<file path="src/rtl/pot_source_arbiter.sv">
// pot_source_arbiter: picks the analog stick or mouse-emulated pots and fire bits for controller port 1.
// Latency: one cycle from any input (or accumulator update) to every output.
// Backpressure: none; inputs are sampled every cycle and mouse packets are detected on strobe toggles.
module pot_source_arbiter #(
  parameter int STEP_MAX    = 10,
  parameter int HOLDOFF_CYC = 1024,
  parameter bit INVERT_Y    = 1'b0
) (
  input  logic        CLK,
  input  logic        RESET_N,
  input  logic [15:0] JOYA_IN,
  input  logic [15:0] JOY_IN,
  input  logic [24:0] PS2_MOUSE,
  input  logic        CPU_HALT,
  output logic [7:0]  JOYX_OUT,
  output logic [7:0]  JOYY_OUT,
  output logic [15:0] JOY_OUT,
  output logic        MOUSE_ACTIVE,
  output logic [1:0]  SRC_STATE
);

  typedef enum logic [1:0] {
    ST_JOY   = 2'd0,
    ST_MOUSE = 2'd1,
    ST_LOCK  = 2'd2
  } state_e;

  localparam int CNT_W = (HOLDOFF_CYC > 1) ? $clog2(HOLDOFF_CYC) : 1;
  localparam logic [CNT_W-1:0] HOLD_LOAD = CNT_W'(HOLDOFF_CYC - 1);
  localparam logic signed [8:0] STEP_POS = 9'(STEP_MAX);
  localparam logic signed [8:0] STEP_NEG = 9'(-STEP_MAX);

  state_e            state_q, state_d;
  logic signed [7:0] acc_x_q, acc_x_d;
  logic signed [7:0] acc_y_q, acc_y_d;
  logic              old_stb_q;
  logic              primed_q;
  logic [CNT_W-1:0]  cnt_q, cnt_d;
  logic [7:0]        joyx_q, joyx_d;
  logic [7:0]        joyy_q, joyy_d;
  logic [15:0]       joy_q, joy_d;
  logic              mouse_q;
  logic [1:0]        src_q;

  logic              toggle;
  logic              ana_active;
  logic              ana_absent;
  logic signed [8:0] dx_raw, dy_raw, dy_dir;
  logic signed [8:0] dx, dy;
  logic              unused_bits;

  // Limit one packet's movement to +/-STEP_MAX.
  function automatic logic signed [8:0] clamp_step(input logic signed [8:0] d);
    logic signed [8:0] r;
    r = d;
    if (d > STEP_POS) begin
      r = STEP_POS;
    end else if (d < STEP_NEG) begin
      r = STEP_NEG;
    end
    return r;
  endfunction

  // Add a delta to a pot position, saturating at the two's complement rails.
  function automatic logic signed [7:0] sat_add(input logic signed [7:0] a,
                                                input logic signed [8:0] d);
    logic signed [9:0] n;
    logic signed [7:0] r;
    n = $signed({{2{a[7]}}, a}) + $signed({d[8], d});
    if (n > 10'sd127) begin
      r = 8'h7F;
    end else if (n < -10'sd128) begin
      r = 8'h80;
    end else begin
      r = n[7:0];
    end
    return r;
  endfunction

  // Low bits of the movement bytes and the overflow flags carry no position information.
  assign unused_bits = ^{PS2_MOUSE[7:6], PS2_MOUSE[3:2], PS2_MOUSE[8], PS2_MOUSE[16]};

  assign toggle     = primed_q && (PS2_MOUSE[24] != old_stb_q);
  assign ana_active = |JOYA_IN;
  assign ana_absent = &JOYA_IN;

  // Mouse bytes are halved and sign-extended to 9 bits before clamping.
  assign dx_raw = {PS2_MOUSE[4], PS2_MOUSE[4], PS2_MOUSE[15:9]};
  assign dy_raw = {PS2_MOUSE[5], PS2_MOUSE[5], PS2_MOUSE[23:17]};
  assign dy_dir = INVERT_Y ? -dy_raw : dy_raw;
  assign dx     = clamp_step(dx_raw);
  assign dy     = clamp_step(dy_dir);

  // Source selection: halt beats analog stick beats mouse packet.
  always_comb begin
    state_d = state_q;
    acc_x_d = acc_x_q;
    acc_y_d = acc_y_q;
    unique case (state_q)
      ST_JOY: begin
        if (CPU_HALT) begin
          state_d = ST_LOCK;
        end else if (toggle && !ana_active) begin
          state_d = ST_MOUSE;
          acc_x_d = sat_add(8'sd0, dx);
          acc_y_d = sat_add(8'sd0, dy);
        end
      end
      ST_MOUSE: begin
        if (CPU_HALT) begin
          state_d = ST_LOCK;
          acc_x_d = 8'sd0;
          acc_y_d = 8'sd0;
        end else if (ana_active) begin
          state_d = ST_JOY;
          acc_x_d = 8'sd0;
          acc_y_d = 8'sd0;
        end else if (toggle) begin
          acc_x_d = sat_add(acc_x_q, dx);
          acc_y_d = sat_add(acc_y_q, dy);
        end
      end
      ST_LOCK: begin
        acc_x_d = 8'sd0;
        acc_y_d = 8'sd0;
        if (!CPU_HALT && (cnt_q == '0)) begin
          state_d = ST_JOY;
        end
      end
      default: begin
        state_d = ST_JOY;
        acc_x_d = 8'sd0;
        acc_y_d = 8'sd0;
      end
    endcase
  end

  // Holdoff counter: reloaded whenever halted, so even a one-cycle halt gets the full quiet period.
  always_comb begin
    cnt_d = cnt_q;
    if (CPU_HALT) begin
      cnt_d = HOLD_LOAD;
    end else if ((state_q == ST_LOCK) && (cnt_q != '0)) begin
      cnt_d = cnt_q - 1'b1;
    end
  end

  // Output values follow the next state so pots, fire bits and state flags line up.
  always_comb begin
    joyx_d = JOYA_IN[7:0];
    joyy_d = JOYA_IN[15:8];
    if (state_d == ST_MOUSE) begin
      joyx_d = acc_x_d;
      joyy_d = acc_y_d;
    end
    joy_d = {JOY_IN[15:6],
             (state_d == ST_MOUSE) ? PS2_MOUSE[1:0] : JOY_IN[5:4],
             JOY_IN[3:0] & {4{~ana_absent}}};
  end

  // All state and output registers.
  always_ff @(posedge CLK or negedge RESET_N) begin
    if (!RESET_N) begin
      state_q   <= ST_JOY;
      acc_x_q   <= 8'sd0;
      acc_y_q   <= 8'sd0;
      old_stb_q <= 1'b0;
      primed_q  <= 1'b0;
      cnt_q     <= '0;
      joyx_q    <= 8'h00;
      joyy_q    <= 8'h00;
      joy_q     <= 16'h0000;
      mouse_q   <= 1'b0;
      src_q     <= 2'd0;
    end else begin
      state_q   <= state_d;
      acc_x_q   <= acc_x_d;
      acc_y_q   <= acc_y_d;
      old_stb_q <= PS2_MOUSE[24];
      primed_q  <= 1'b1;
      cnt_q     <= cnt_d;
      joyx_q    <= joyx_d;
      joyy_q    <= joyy_d;
      joy_q     <= joy_d;
      mouse_q   <= (state_d == ST_MOUSE);
      src_q     <= state_d;
    end
  end

  assign JOYX_OUT     = joyx_q;
  assign JOYY_OUT     = joyy_q;
  assign JOY_OUT      = joy_q;
  assign MOUSE_ACTIVE = mouse_q;
  assign SRC_STATE    = src_q;

endmodule

</file>
<file path="config.mk">
export PLATFORM = sky130hd
export DESIGN_NAME = pot_source_arbiter
export DESIGN_NICKNAME = d
export VERILOG_FILES = /design/src/rtl/pot_source_arbiter.sv
export SDC_FILE = /design/constraint.sdc
export NUM_CORES = 1
export LEC_CHECK = 0
export ABC_CLOCK_PERIOD_IN_PS = 2900
export CORE_ASPECT_RATIO = 1.1
export CORE_MARGIN = 8
export CORE_UTILIZATION = 50
export CTS_BUF_LIST = sky130_fd_sc_hd__clkbuf_8
export DETAILED_ROUTE_END_ITERATION = 8
export GPL_ROUTABILITY_DRIVEN = 0
export GPL_TIMING_DRIVEN = 0
export PLACE_DENSITY = 0.88
export SETUP_SLACK_MARGIN = 0.1
export SYNTH_ARGS = -nofsm -noshare
export SYNTH_HDL_FRONTEND = slang
export SYNTH_SLANG_ARGS = --single-unit
export TNS_END_PERCENT = 20
</file>
<file path="constraint.sdc">
create_clock -name CLK -period 2.9 [get_ports CLK]
set_input_delay 0.435 -clock CLK [delete_from_list [all_inputs] [get_ports CLK]]
set_output_delay 0.435 -clock CLK [all_outputs]
set_load 0.01 [all_outputs]
</file>
==> flow_summary.ini <==
[setup_path]
required_ns = 3.12
path_class = input port to flip-flop
endpoint = acc_x_q[4]
r2r_slack_ns = 0.28
reg2reg_from = old_stb_q
startpoint = PS2_MOUSE[14]
endpoint_kind = flip-flop
cp_max_fo = 7
r2r-end = acc_x_q[4]
startpoint_type = input port
reg2regPathDepth = 6
worstPathArrival_ns = 3.38

[die]
die-area_sq_um = 10500
die_w_microns = 98.5
rows = 33
start_util = 0.510
die_height_microns = 107
io_pins = 95
core_area_sq_um = 7350

[sta]
hold_ws_ns = 0.0640
fin_skew_ns = 0.00799
rsz0062_at_grt = true
setup_slack_ns = -0.264
worst_slew_pin_slew_ns = 0.955
finalSetupViolCount = 28
finalCritPeriodShare = 1.09
fin_setup_tns_ns = -3.80
max_freq_mhz = 316
report.final.hold_viol_count = 0
period_needed_ns = 3.16
finalMaxSlewViolations = 0
maxSlewHeadroom = 0.364

[yosys]
synth.distinct_cells = 63
ys.flop_type = dfrtp_1
yosys-top-cells-area = dfrtp_1 (42%), ha_1 (6.0%), mux2i_1 (4.3%)
synth_edf_count = 0
synth.top_cell.area_share = 0.421
synth.largest_area_cell = dfrtp_1
syn_area_per_cell_sq_um = 9.70
yosysWarnings = 0
syn_nets = 466
syn_inst = 386
seq_area_frac_synth = 0.421
syn-cell-area_sq_um = 3750
synth-seq-cells = 63
synthArstFlopShare = 1.00

[global_route]
grt_pass1_vias = 3894
track_usage = 0.232
use_met3 = 0.0642
gr-usage-met2 = 0.429
grt_overflow = 0
top_usage_layer = met2
grt_max_degree = 42
antenna_found_initial = 0
grt_pass1_wl_mm = 19.3
use_met1 = 0.236

[status]
violations = setup timing
status = complete, but fails checks

[routing]
vias = 3838
ant_nets = 0
drt_iter0_markers = 293
drt_wl_total_mm = 12.8
drt-pass1-iter-count = 5
drc = 0
wl_per_cell_microns = 21.3
viasPerCell = 6.38

[placed_design]
place_area_sq_um = 4930
dpl_worst_slack_ns = -1.23
port_buffers = 88
place_hpwl_mm = 8.50

[cts]
cts_sinks = 63
clockBufferDepth = 2
cts_buffers = 9
cts.htree.levels = 3
clkTransAtPathRegs_ns = 0.08
root_buffer = clkbuf_8
cts_tree = built
clock_latency_ns = 0.36

[layout]
drive_gt1_frac = 0.285
regArea_sq_um = 1580
multi_input_comb_area_sq_um = 2610
final_area_sq_um = 5650
n_antenna_cell = 0
nFillCells = 463
nNetsFinal = 590
area.growth.synth_to_final_pct = 50.9
layout_common_cells = clkdlybuf4s50_1 (71), dfrtp_1 (63), nor2_1 (25), buf_4 (25), nand2_1 (25)
layout_commonest_cell = clkdlybuf4s50_1
finish.utilization = 0.769

[power_and_ir_drop]
vdd_drop_max_mv = 0.299
power_density_nw_per_um2 = 376
p_leak_nw = 2.22

[hold_path]
hp-class = input port to async pin

[run]
maxCapViolations = 0
-- report_power, final --
part	switching (mW)	total, mW	leakage (nW)	internal [mW]
Clock	0.393	0.791	0.0956	0.398
Sequential	0.00958	0.915	0.748	0.905
Combinational	0.215	0.420	1.38	0.205
-- metal layers --
layer | share of wire | up-vias
li1 | - | 1687
met1 | 0.36 | 1882
met2 | 0.53 | 203
met3 | 0.068 | 66
met4 | 0.043 | 0
met5 | 0 | -
-- registers in the layout, indices dropped and copies added, names as in the netlist --
name          cells
JOYX_OUT          8
JOYY_OUT          8
acc_y_q           8
MOUSE_ACTIVE      1
cnt_q            10
SRC_STATE         2
JOY_OUT          16
old_stb_q         1
primed_q          1
acc_x_q           8
-- worst max-delay path, stage by stage --
cell	delay (ns)
buf_8	0.08
nand4_1	0.10
or2_4	0.25
ha_4	0.26
o21ai_1	0.40
ha_4	0.24
nand2_1	0.10
a211oi_4	0.29
a2111oi_4	0.12
buf_4	0.17
o211ai_1	0.27
o211ai_4	0.14
buf_12	0.20
a31oi_2	0.20
o22ai_1	0.11
-- cell usage after synthesis (all sizes together), types with 4 or more instances --
library cell,n
or3,7
nand2b,5
nor2b,6
a21o,7
inv,9
buf,7
nor3,6
nor4,6
or2,6
a21oi,27
nand4,8
o21ai,30
o22ai,5
mux2i,16
ha,18
nand3,6
nand2,27
a211o,4
clkbuf,5
o211ai,5
dfrtp,63
xnor2,9
xor2,6
o221ai,9
nor2,33
and2,7
a211oi,5
-- layout make-up --
type / count / share of cell area
Multi-Input combinational cell: 302 / 0.461
Sequential cell: 63 / 0.279
Timing Repair Buffer: 113 / 0.189
Clock buffer: 9 / 0.0219
Tap cell: 87 / 0.0193
Clock inverter: 7 / 0.0128
Buffer: 12 / 0.0108
Inverter: 9 / 0.00598
-- kinds of logic after synthesis --
family	Yosys count	synth area share
flip-flops	63	0.421
XOR/XNOR	15	0.0351
AO/OA/AOI/OAI	119	0.217
other	1	0.00100
adder cells (fa/ha/maj)	21	0.0735
multiplexers	19	0.0518
AND/OR/NAND/NOR	127	0.177
buffers and inverters	21	0.0237
-- how the worst min path moves through the flow --
stage          startpoint          end  depth (start not counted)  slack, ns
3_3_place_gp     cnt_q[9]     cnt_q[9]                          2       0.50
3_5_place_dp      RESET_N     cnt_q[7]                          1       0.46
4_1_cts           RESET_N  JOY_OUT[14]                          1       0.07
6_report          RESET_N  JOYX_OUT[5]                          1       0.06
5_1_grt           RESET_N  JOY_OUT[14]                          1       0.09
2_1_floorplan     RESET_N  JOYX_OUT[0]                          0       0.14
-- repair_timing --
item | 4_1_cts | 5_1_grt
setup endpoints to repair | 32 | 34
gates resized for setup | 105 | 39
hold buffers | 0 | 0
pin swaps | 50 | 30
setup buffers | 14 | 10
-- through the flow --
step | power [mW] | std cells
5_1_grt | 2.19 | 602
4_1_cts | 2.08 | 592
3_5_place_dp | 1.28 | 562
2_1_floorplan | 1.08 | 386
6_report | 2.13 | 602
3_3_place_gp | 1.26 | 561
Power figures use the tool's default switching activity.
